===== config.mk =====
export PLATFORM = sky130hd
export DESIGN_NAME = decoder_5to32
export DESIGN_NICKNAME = d
export VERILOG_FILES = /design/src/rtl/decoder_pkg.sv /design/src/rtl/decoder_3to8.sv /design/src/rtl/decoder_5to32.sv
export SDC_FILE = /design/constraint.sdc
export NUM_CORES = 1
export LEC_CHECK = 0
export ABC_AREA = 0
export CORE_ASPECT_RATIO = 1.2
export CORE_MARGIN = 10
export CORE_UTILIZATION = 42
export CTS_CLUSTER_DIAMETER = 100
export DETAILED_ROUTE_END_ITERATION = 7
export PLACE_DENSITY = 0.78
export RECOVER_POWER = 50
export SLEW_MARGIN = 5
export SYNTH_ARGS = -nofsm -noshare
export SYNTH_HDL_FRONTEND = slang
export SYNTH_SLANG_ARGS = --single-unit

===== constraint.sdc =====
create_clock -name clk -period 1.42 [get_ports clk]
set_input_delay 0.426 -clock clk [delete_from_list [all_inputs] [get_ports clk]]
set_output_delay 0.426 -clock clk [all_outputs]
set_load 0.02 [all_outputs]

===== src/rtl/decoder_pkg.sv =====
// Shared width constants and the select predecode helper for the
// 5-to-32 registered decoder.
package decoder_pkg;

  localparam int unsigned SEL_W = 5;
  localparam int unsigned OUT_W = 32;

  // Upper select bits split the output into four 8-bit groups.
  localparam int unsigned GRP_W   = 8;
  localparam int unsigned GRP_NUM = OUT_W / GRP_W;

  // 2-to-4 one-hot predecode of the group select bits.
  function automatic logic [GRP_NUM-1:0] predecode_2to4(input logic [1:0] sel);
    logic [GRP_NUM-1:0] onehot;
    onehot      = '0;
    onehot[sel] = 1'b1;
    return onehot;
  endfunction

endpackage


===== src/rtl/decoder_3to8.sv =====
// Combinational 3-to-8 one-hot decoder with enable.
//   sel_i : 3-bit binary select
//   en_i  : active-high enable; when low the output is all zeros
//   dec_o : 8-bit one-hot output, bit index equal to sel_i
module decoder_3to8 (
  input  logic [2:0] sel_i,
  input  logic       en_i,
  output logic [7:0] dec_o
);

  always_comb begin
    dec_o = '0;
    if (en_i) begin
      dec_o[sel_i] = 1'b1;
    end
  end

endmodule


===== src/rtl/decoder_5to32.sv =====
// Registered 5-to-32 one-hot decoder.
//   clk    : clock, rising edge
//   rst_n  : synchronous active-low reset, loads the inactive output value
//   Enable : active-high decode enable
//   A      : 5-bit binary select, A[4] is the MSB
//   D      : registered one-hot decode (inverted when ACTIVE_LOW_OUT = 1)
module decoder_5to32
  import decoder_pkg::*;
#(
  parameter bit ACTIVE_LOW_OUT = 1'b0
) (
  input  logic             clk,
  input  logic             rst_n,
  input  logic             Enable,
  input  logic [SEL_W-1:0] A,
  output logic [OUT_W-1:0] D
);

  logic [GRP_NUM-1:0] grp_en;
  logic [OUT_W-1:0]   dec_w;
  logic [OUT_W-1:0]   d_d;
  logic [OUT_W-1:0]   d_q;

  // Enable is folded into the group predecode so a disabled cycle yields
  // all zeros from every 3-to-8 instance.
  always_comb begin
    grp_en = '0;
    if (Enable) begin
      grp_en = predecode_2to4(A[4:3]);
    end
  end

  // Group g drives D[8g+7:8g]; A[4:3] = 0 maps to D[7:0].
  for (genvar g = 0; g < GRP_NUM; g++) begin : g_grp
    decoder_3to8 u_dec (
      .sel_i (A[2:0]),
      .en_i  (grp_en[g]),
      .dec_o (dec_w[g*GRP_W +: GRP_W])
    );
  end

  always_comb begin
    d_d = dec_w;
    if (ACTIVE_LOW_OUT) begin
      d_d = ~dec_w;
    end
  end

  always_ff @(posedge clk) begin
    if (!rst_n) begin
      d_q <= ACTIVE_LOW_OUT ? '1 : '0;
    end else begin
      d_q <= d_d;
    end
  end

  assign D = d_q;

endmodule


==> results of run 1 <==
cells by family after synthesis:
kind of cell,after synthesis,share of synthesized area (%)
buffers and inverters,1,0.432
flip-flops,32,73.9
AND/OR/NAND/NOR,44,25.7
area by class of cell:
class / count / area (um2)
repair buffers: 45 / 370
clock inverters: 2 / 10.0
flip-flops and latches: 32 / 641
multi-input cells: 44 / 218
clock buffers: 6 / 51.3
well taps: 19 / 23.8
fillers: 148 / 579
final timing paths:
kind,from,end,slack (ns)
max,D[5],D[5],0.04
min,A[1],D[15],0.89
cells in the mapped netlist:
cell type / instances / area (um2)
dfxtp_1: 32 / 641
or3b_4: 3 / 33.8
nand4bb_1: 1 / 11.3
nand4b_1: 2 / 17.5
or3_1: 1 / 6.26
nor2_1: 32 / 120
clkbuf_1: 1 / 3.75
nand3b_1: 3 / 22.5
nand3_1: 1 / 5.00
nand4_1: 1 / 6.26
per-layer routing:
layer / vias to the layer above / GRT usage (%)
met1: 314 / 9.79
met4: 0 / 5.91
li1: 350 / -
met5: - / 0
met2: 39 / 17.1
met3: 6 / 6.03
layout by cell type, fill, tap and decap left out, types with 2 or more instances in the layout:
| cell | instances |
|---|---|
| dlygate4sd2_1 | 3 |
| nand3b_1 | 3 |
| dfxtp_1 | 32 |
| clkdlybuf4s50_1 | 6 |
| buf_4 | 5 |
| nand4b_1 | 2 |
| clkbuf_2 | 4 |
| clkinv_2 | 2 |
| clkdlybuf4s15_1 | 19 |
| clkbuf_4 | 5 |
| nor2_1 | 32 |
| or3b_1 | 2 |
| clkbuf_1 | 7 |
power groups by stage:
| stage | Sequential [W] | Clock (W) | Combinational (W) |
|---|---|---|---|
| 2_1_floorplan | 0.000931 | 0 | 0.0000258 |
| 3_3_place_gp | 0.000924 | 0 | 0.0000848 |
| 3_5_place_dp | 0.000924 | 0 | 0.0000881 |
| 4_1_cts | 0.000903 | 0.000538 | 0.0000850 |
| 5_1_grt | 0.000904 | 0.000576 | 0.0000867 |
| 6_report | 0.000903 | 0.000525 | 0.0000801 |
what timing repair did:
action,CTS,global route
pin swaps,0,0
endpoints found under the setup margin,32,26
resized for setup,44,27
through the flow:
step,hold WS [ns],std cells
2_1_floorplan,0.618,77
3_3_place_gp,1.20,140
3_5_place_dp,1.23,140
4_1_cts,0.873,148
5_1_grt,0.918,148
6_report,0.894,148
==> impl_metrics.tcl, run 1 <==
set metrics [dict create \
    clock_path_buffers 2 \
    power_density_nw_per_um2 1150 \
    drc 0 \
    die_w_um 61.5 \
    syn_area_um2 867 \
    die_y_um 69.8 \
    critPathCaptureType "output pin" \
    whs_path_depth 3 \
    nNetsFinal 136 \
    cp.buffers_inverters 1 \
    pre_cts_ws_ns -0.221 \
    cp.required_ns 0.99 \
    portBuffers 39 \
    grt_util_all_layers_pct 10.5 \
    cts_tree "yes" \
    fin_crit_sh_pct 97.3 \
    wl_per_cell_um 14.6 \
    h-tree-depth 2 \
    synth_cell_type_count 10 \
    clock-sinks 32 \
    critPathMaxStageDelay_ns 0.32 \
    via_per_inst 4.79 \
    design_area_um2 1310 \
    met3WireLength_um 275 \
    initial_utilization_pct 45.8 \
    overflow 0 \
    cts_root_buf "clkbuf_4" \
    syn_inst 77 \
    synth-seq-cells 32 \
    dr_wl_met2_um 1030 \
    ctsHoldBuffers 0 \
    slew_viol_final 0 \
    maxUsedRoutingLayer "met4" \
    rsz0062_at_grt "false" \
    p_switching_w 0.000333 \
    fin_crit_ns 1.38 \
    worst-path-stages 1 \
    cp_max_fo 1 \
    hpwlAfterDp_um 1620 \
    fin_tns_setup_ns 0 \
    grt_pass1_wl_um 3310 \
    dieArea_um2 4290 \
    power.leakage_nw 0.531 \
    areaGrowthSynthToFinish_pct 51.5 \
    syn_nets 85 \
    finalWirelength_um 2160 \
    crit_family "buffers and inverters" \
    rows 17 \
    yosys_warnings 0 \
    vdd_ir_drop_max_mv 0.803 \
    drive_gt1_share_pct 14.0 \
    crit_path_top_delay_cell "dlygate4sd2_1" \
    arrival_ns 0.96 \
    fin_util_pct 69.4 \
    cp-start-kind "flop" \
    hold_path.class "input pin to flop" \
    crit_type "flop to output pin" \
    m1WireLength_um 810 \
    post_dp_cell_area_um2 1320 \
    swShare_pct 22.1 \
    worst_pin_slew_ns 0.298 \
    pwr-share-comb_pct 5.3 \
    clk_pin_slew_worst_paths_ns 0.09 \
    largest_reg_flops 32 \
    drt_iter0_markers 5 \
    grt_max_degree 11 \
    setup_ws_ns 0.0378 \
    firstDrtPassIters 4 \
    fmax_mhz 723 \
    ys_seq_area_share_pct 73.9 \
    clkPwrFrac_pct 34.8 \
    pwr-share-seq_pct 59.9 \
    maxCapViolCount 0 \
    fin_total_pwr_w 0.00151 \
    crit_chain "dlygate4sd2_1" \
    fp.coreArea_um2 1890 \
    antenna_found_initial 0 \
    hold_viol_final 0 \
    ant_nets 0 \
    relSlewSlack_pct 80.2 \
    p_int_w 0.00118 \
    grt_pass1_vias 696 \
    avgSynthCellArea_um2 11.3 \
    cts_buffers 5 \
    gp_congestion 0.756 \
    ios 40 \
    n_antenna_cell 0 \
    post-cts-setup-buffers 0 \
    dr_total_vias 709 \
    finalSetupViolations 0 \
    status "finished, final reports clean" \
]
(Power assumes the default switching activity.)
==> run 2: changes to the inputs <==
- RECOVER_POWER: 50 -> default
==> impl_metrics.tcl, run 2 (synthesis results as in run 1) <==
set metrics [dict create \
    overflow 0 \
    clock_path_buffers 2 \
    grt_pass1_vias 696 \
    filler_cell_count 149 \
    wl_per_cell_um 14.4 \
    initial_utilization_pct 45.8 \
    rows 17 \
    clock-sinks 32 \
    status "finished, final reports clean" \
    vdd_ir_drop_max_mv 0.805 \
    post-cts-setup-buffers 0 \
    ant_nets 0 \
    placed_cells 140 \
    fin_crit_ns 1.38 \
    critPathMaxStageDelay_ns 0.32 \
    ios 40 \
    crit_path_top_delay_cell "dlygate4sd2_1" \
    dr_total_vias 701 \
    cp.required_ns 0.99 \
    dieArea_um2 4290 \
    fin_tns_setup_ns 0 \
    worst-path-stages 1 \
    crit_type "flop to output pin" \
    portBuffers 39 \
    h-tree-depth 2 \
    maxCapViolCount 0 \
    drt_iter0_markers 8 \
    hold_path.class "input pin to flop" \
    largest_reg_flops 32 \
    grt_max_degree 11 \
    fin_total_pwr_w 0.00151 \
    fp.coreArea_um2 1890 \
    relSlewSlack_pct 82.7 \
    power_density_nw_per_um2 1140 \
    crit_chain "dlygate4sd2_1" \
    setup_ws_ns 0.0380 \
    antenna_found_initial 0 \
    fin_cells 148 \
    hold_viol_final 0 \
    slew_viol_final 0 \
    power.leakage_nw 0.557 \
    hpwlAfterDp_um 1620 \
    firstDrtPassIters 4 \
    via_per_inst 4.74 \
    drc 0 \
    cp-start-kind "flop" \
    cts_tree "yes" \
    critPathCaptureType "output pin" \
    cp.buffers_inverters 1 \
    finalSetupViolations 0 \
    areaGrowthSynthToFinish_pct 53.4 \
    final_cell_mix "dfxtp_1 (32), nor2_1 (32), clkdlybuf4s15_1 (19)" \
    grt_pass1_wl_um 3310 \
    crit_family "buffers and inverters" \
    die_w_um 61.5 \
    cts_root_buf "clkbuf_4" \
    clk_pin_slew_worst_paths_ns 0.09 \
    n_antenna_cell 0 \
    cts_buffers 5 \
    grt_util_all_layers_pct 10.5 \
    pre_cts_ws_ns -0.221 \
    cp_max_fo 1 \
    nNetsFinal 136 \
    die_y_um 69.8 \
    whs_path_depth 3 \
    rsz0062_at_grt "false" \
    gp_congestion 0.756 \
    worst_pin_slew_ns 0.259 \
    drive_gt1_share_pct 20.9 \
    finalWirelength_um 2130 \
    holdWs_ns 0.886 \
    fin_crit_sh_pct 97.3 \
    arrival_ns 0.96 \
    fmax_mhz 724 \
]
run 2: cell count changes in the layout (fill, tap and decap cells not counted), sizes merged:
cell,delta
clkdlybuf4s50,+1
clkbuf,-1
buf,+1
dlygate4sd3,-1
run 2: area by class of cell:
type	count	area (um2)	share of cell area [%]
clock buffer	6	51.3	3.86
timing repair buffer	45	382	28.7
tap	19	23.8	1.79
multi-input combinational	44	223	16.7
clock inverter	2	10.0	0.753
sequential	32	641	48.2
run 2: worst paths after layout:
path	startpoint	end	slack, ns
min	A[0]	D[12]	0.89
max	D[5]	D[5]	0.04
run 2: timing repair:
item	in CTS	in global routing
resized for setup	44	27
setup endpoints to repair	32	26
hold buffers	0	0
run 2: per-layer routing:
metal	up-vias	share of wire, %	GRT usage (%)
li1	349	-	-
met1	310	38	9.79
met2	36	48	17.1
met3	6	12	6.03
met4	0	1.9	5.91
met5	-	0	0
run 2: through the flow:
step                      utilization [%]  instance area [um2]
after floorplan                         -                  867
after global placement               69.9                 1320
after detailed placement             69.9                 1320
after CTS                            71.8                 1360
after global routing                 70.3                 1330
final                                70.3                 1330
run 2: report_power, final:
part / switching, W / total [W] / internal, W
Combinational: 0.0000421 / 0.0000842 / 0.0000421
Clock: 0.000290 / 0.000525 / 0.000235
Sequential: 0.00000124 / 0.000903 / 0.000902
Total: 0.000333 / 0.00151 / 0.00118
==> run 3: changes to the inputs <==
- ABC_AREA: 0 -> 1
- MAX_ROUTING_LAYER: default -> met4
==> impl_metrics.tcl, run 3 <==
set metrics [dict create \
    status "finished, final reports clean" \
    ctsHoldBuffers 0 \
    drc 0 \
    h-tree-depth 2 \
    cp-endpoint "D[0]" \
    pre_cts_ws_ns -0.0599 \
    rsz0062_at_grt "false" \
    design_area_um2 1300 \
    gp_congestion 0.799 \
    holdWs_ns 0.840 \
    power_density_nw_per_um2 1180 \
    portBuffers 39 \
    fp.coreArea_um2 2030 \
    yosysTopAreaCellShare_pct 73.5 \
    finalWirelength_um 2060 \
    grt_pass1_wl_um 3130 \
    dr_total_vias 696 \
    synth_top_area_cell "dfxtp_1" \
    dieArea_um2 4310 \
    yosys-top-cells-count "dfxtp_1 (32), nor2_1 (32), nand3_1 (8)" \
    ant_nets 0 \
    relSlewSlack_pct 85.1 \
    cp_max_fo 1 \
    crit_family "buffers and inverters" \
    clock-sinks 32 \
    grt_util_all_layers_pct 10.7 \
    areaGrowthSynthToFinish_pct 49.4 \
    synth-seq-cells 32 \
    nNetsFinal 141 \
    largest_reg_flops 32 \
    cp-start-kind "flop" \
    setup_ws_ns 0.0316 \
    finalSetupViolations 0 \
    antenna_found_initial 0 \
    cts_buffers 5 \
    final_cell_mix "dfxtp_1 (32), nor2_1 (32), clkdlybuf4s15_1 (17)" \
    crit_type "flop to output pin" \
    cts_tree "yes" \
    vdd_ir_drop_max_mv 0.815 \
    hold_viol_final 0 \
    critPathCaptureType "output pin" \
    cp.required_ns 0.99 \
    maxCapViolCount 0 \
    syn_area_um2 872 \
    overflow 0 \
    fin_crit_ns 1.39 \
    die_y_um 69.9 \
    crit_chain "dlygate4sd2_1" \
    critPathMaxStageDelay_ns 0.33 \
    synth_edf_count 0 \
    die_w_um 61.6 \
    ys_seq_area_share_pct 73.5 \
    wl_per_cell_um 13.4 \
    rows 18 \
    yosys_warnings 0 \
    cts_root_buf "clkbuf_4" \
    grt_max_degree 10 \
    ys.flop_type "dfxtp_1" \
    initial_utilization_pct 43.0 \
    syn_nets 95 \
    post_dp_cell_area_um2 1290 \
    crit_start "D[0]" \
    clock_path_buffers 2 \
    fin_crit_sh_pct 97.8 \
    worst_pin_slew_ns 0.224 \
    power.leakage_nw 0.576 \
    worst-path-stages 1 \
    drive_gt1_share_pct 18.8 \
    drt_iter0_markers 8 \
    arrival_ns 0.96 \
    slew_viol_final 0 \
    avgSynthCellArea_um2 10.0 \
    n_antenna_cell 0 \
    synth_cell_type_count 8 \
    fmax_mhz 720 \
    synthTopCellsByArea "dfxtp_1 (73%), nor2_1 (14%), nand3_1 (4.6%), nand2_2 (2.9%), inv_1 (2.2%)" \
    clk_pin_slew_worst_paths_ns 0.09 \
    syn_inst 87 \
    cp.buffers_inverters 1 \
    ios 40 \
    crit_path_top_delay_cell "dlygate4sd2_1" \
    fin_util_pct 64.3 \
    firstDrtPassIters 4 \
    hold_path.class "input pin to flop" \
    grt_pass1_vias 682 \
    hpwlAfterDp_um 1600 \
    postSynth.asyncResetShare_pct 0 \
    via_per_inst 4.55 \
]
## run 3: cell count changes after synthesis, sizes merged
cell	previous run	this run
nand4	1	0
nand3	1	8
nand3b	3	0
nor2	32	34
nand4b	2	0
nand2	0	6
or3	1	0
nand4bb	1	0
clkbuf	1	0
inv	0	7
or3b	3	0
## run 3: worst min-delay path by stage
stage	from	endpoint	cells past startpoint
after global placement	A[0]	D[3]	3
final	A[0]	D[5]	3
after detailed placement	A[0]	D[19]	3
after CTS	A[0]	D[5]	3
after floorplan	A[2]	D[15]	2
after global routing	A[0]	D[19]	3
## run 3: where the power goes
part           total (W)  internal [W]  switching (W)
combinational  0.0000776     0.0000311      0.0000465
sequential      0.000903      0.000902     0.00000126
clock           0.000555      0.000280       0.000274
## run 3: through the flow
stage	setup TNS, ns	power (W)	instances
global route	0	0.00159	153
detailed placement	-0.641	0.00101	146
finish	0	0.00154	153
floorplan	0	0.000962	87
global placement	-0.115	0.00100	146
CTS	0	0.00155	153
## run 3: layout make-up
| cell class | instances | area (um2) |
|---|---|---|
| clock buffers | 7 | 65.1 |
| fillers | 171 | 724 |
| inverters | 7 | 26.3 |
| flip-flops and latches | 32 | 641 |
| repair buffers | 39 | 340 |
| well taps | 20 | 25.0 |
| multi-input cells | 48 | 205 |
## run 3: cells by family after synthesis
family / count (synthesis) / synth area share (%)
flip-flops: 32 / 73.5
buffers and inverters: 7 / 3.01
AND/OR/NAND/NOR: 48 / 23.5
## run 3: routing by layer
layer / track usage [%] / wire (um)
met2: 17.9 / 1060
met1: 8.57 / 738
met5: - / 0
met3: 5.06 / 192
met4: 7.46 / 70
## run 3: repair_timing
item,in CTS,in global routing
hold endpoints to repair,0,0
pin swaps,0,0
setup endpoints to repair,32,15
gates cloned,0,0
gates resized for setup,51,18
buffers inserted,0,0
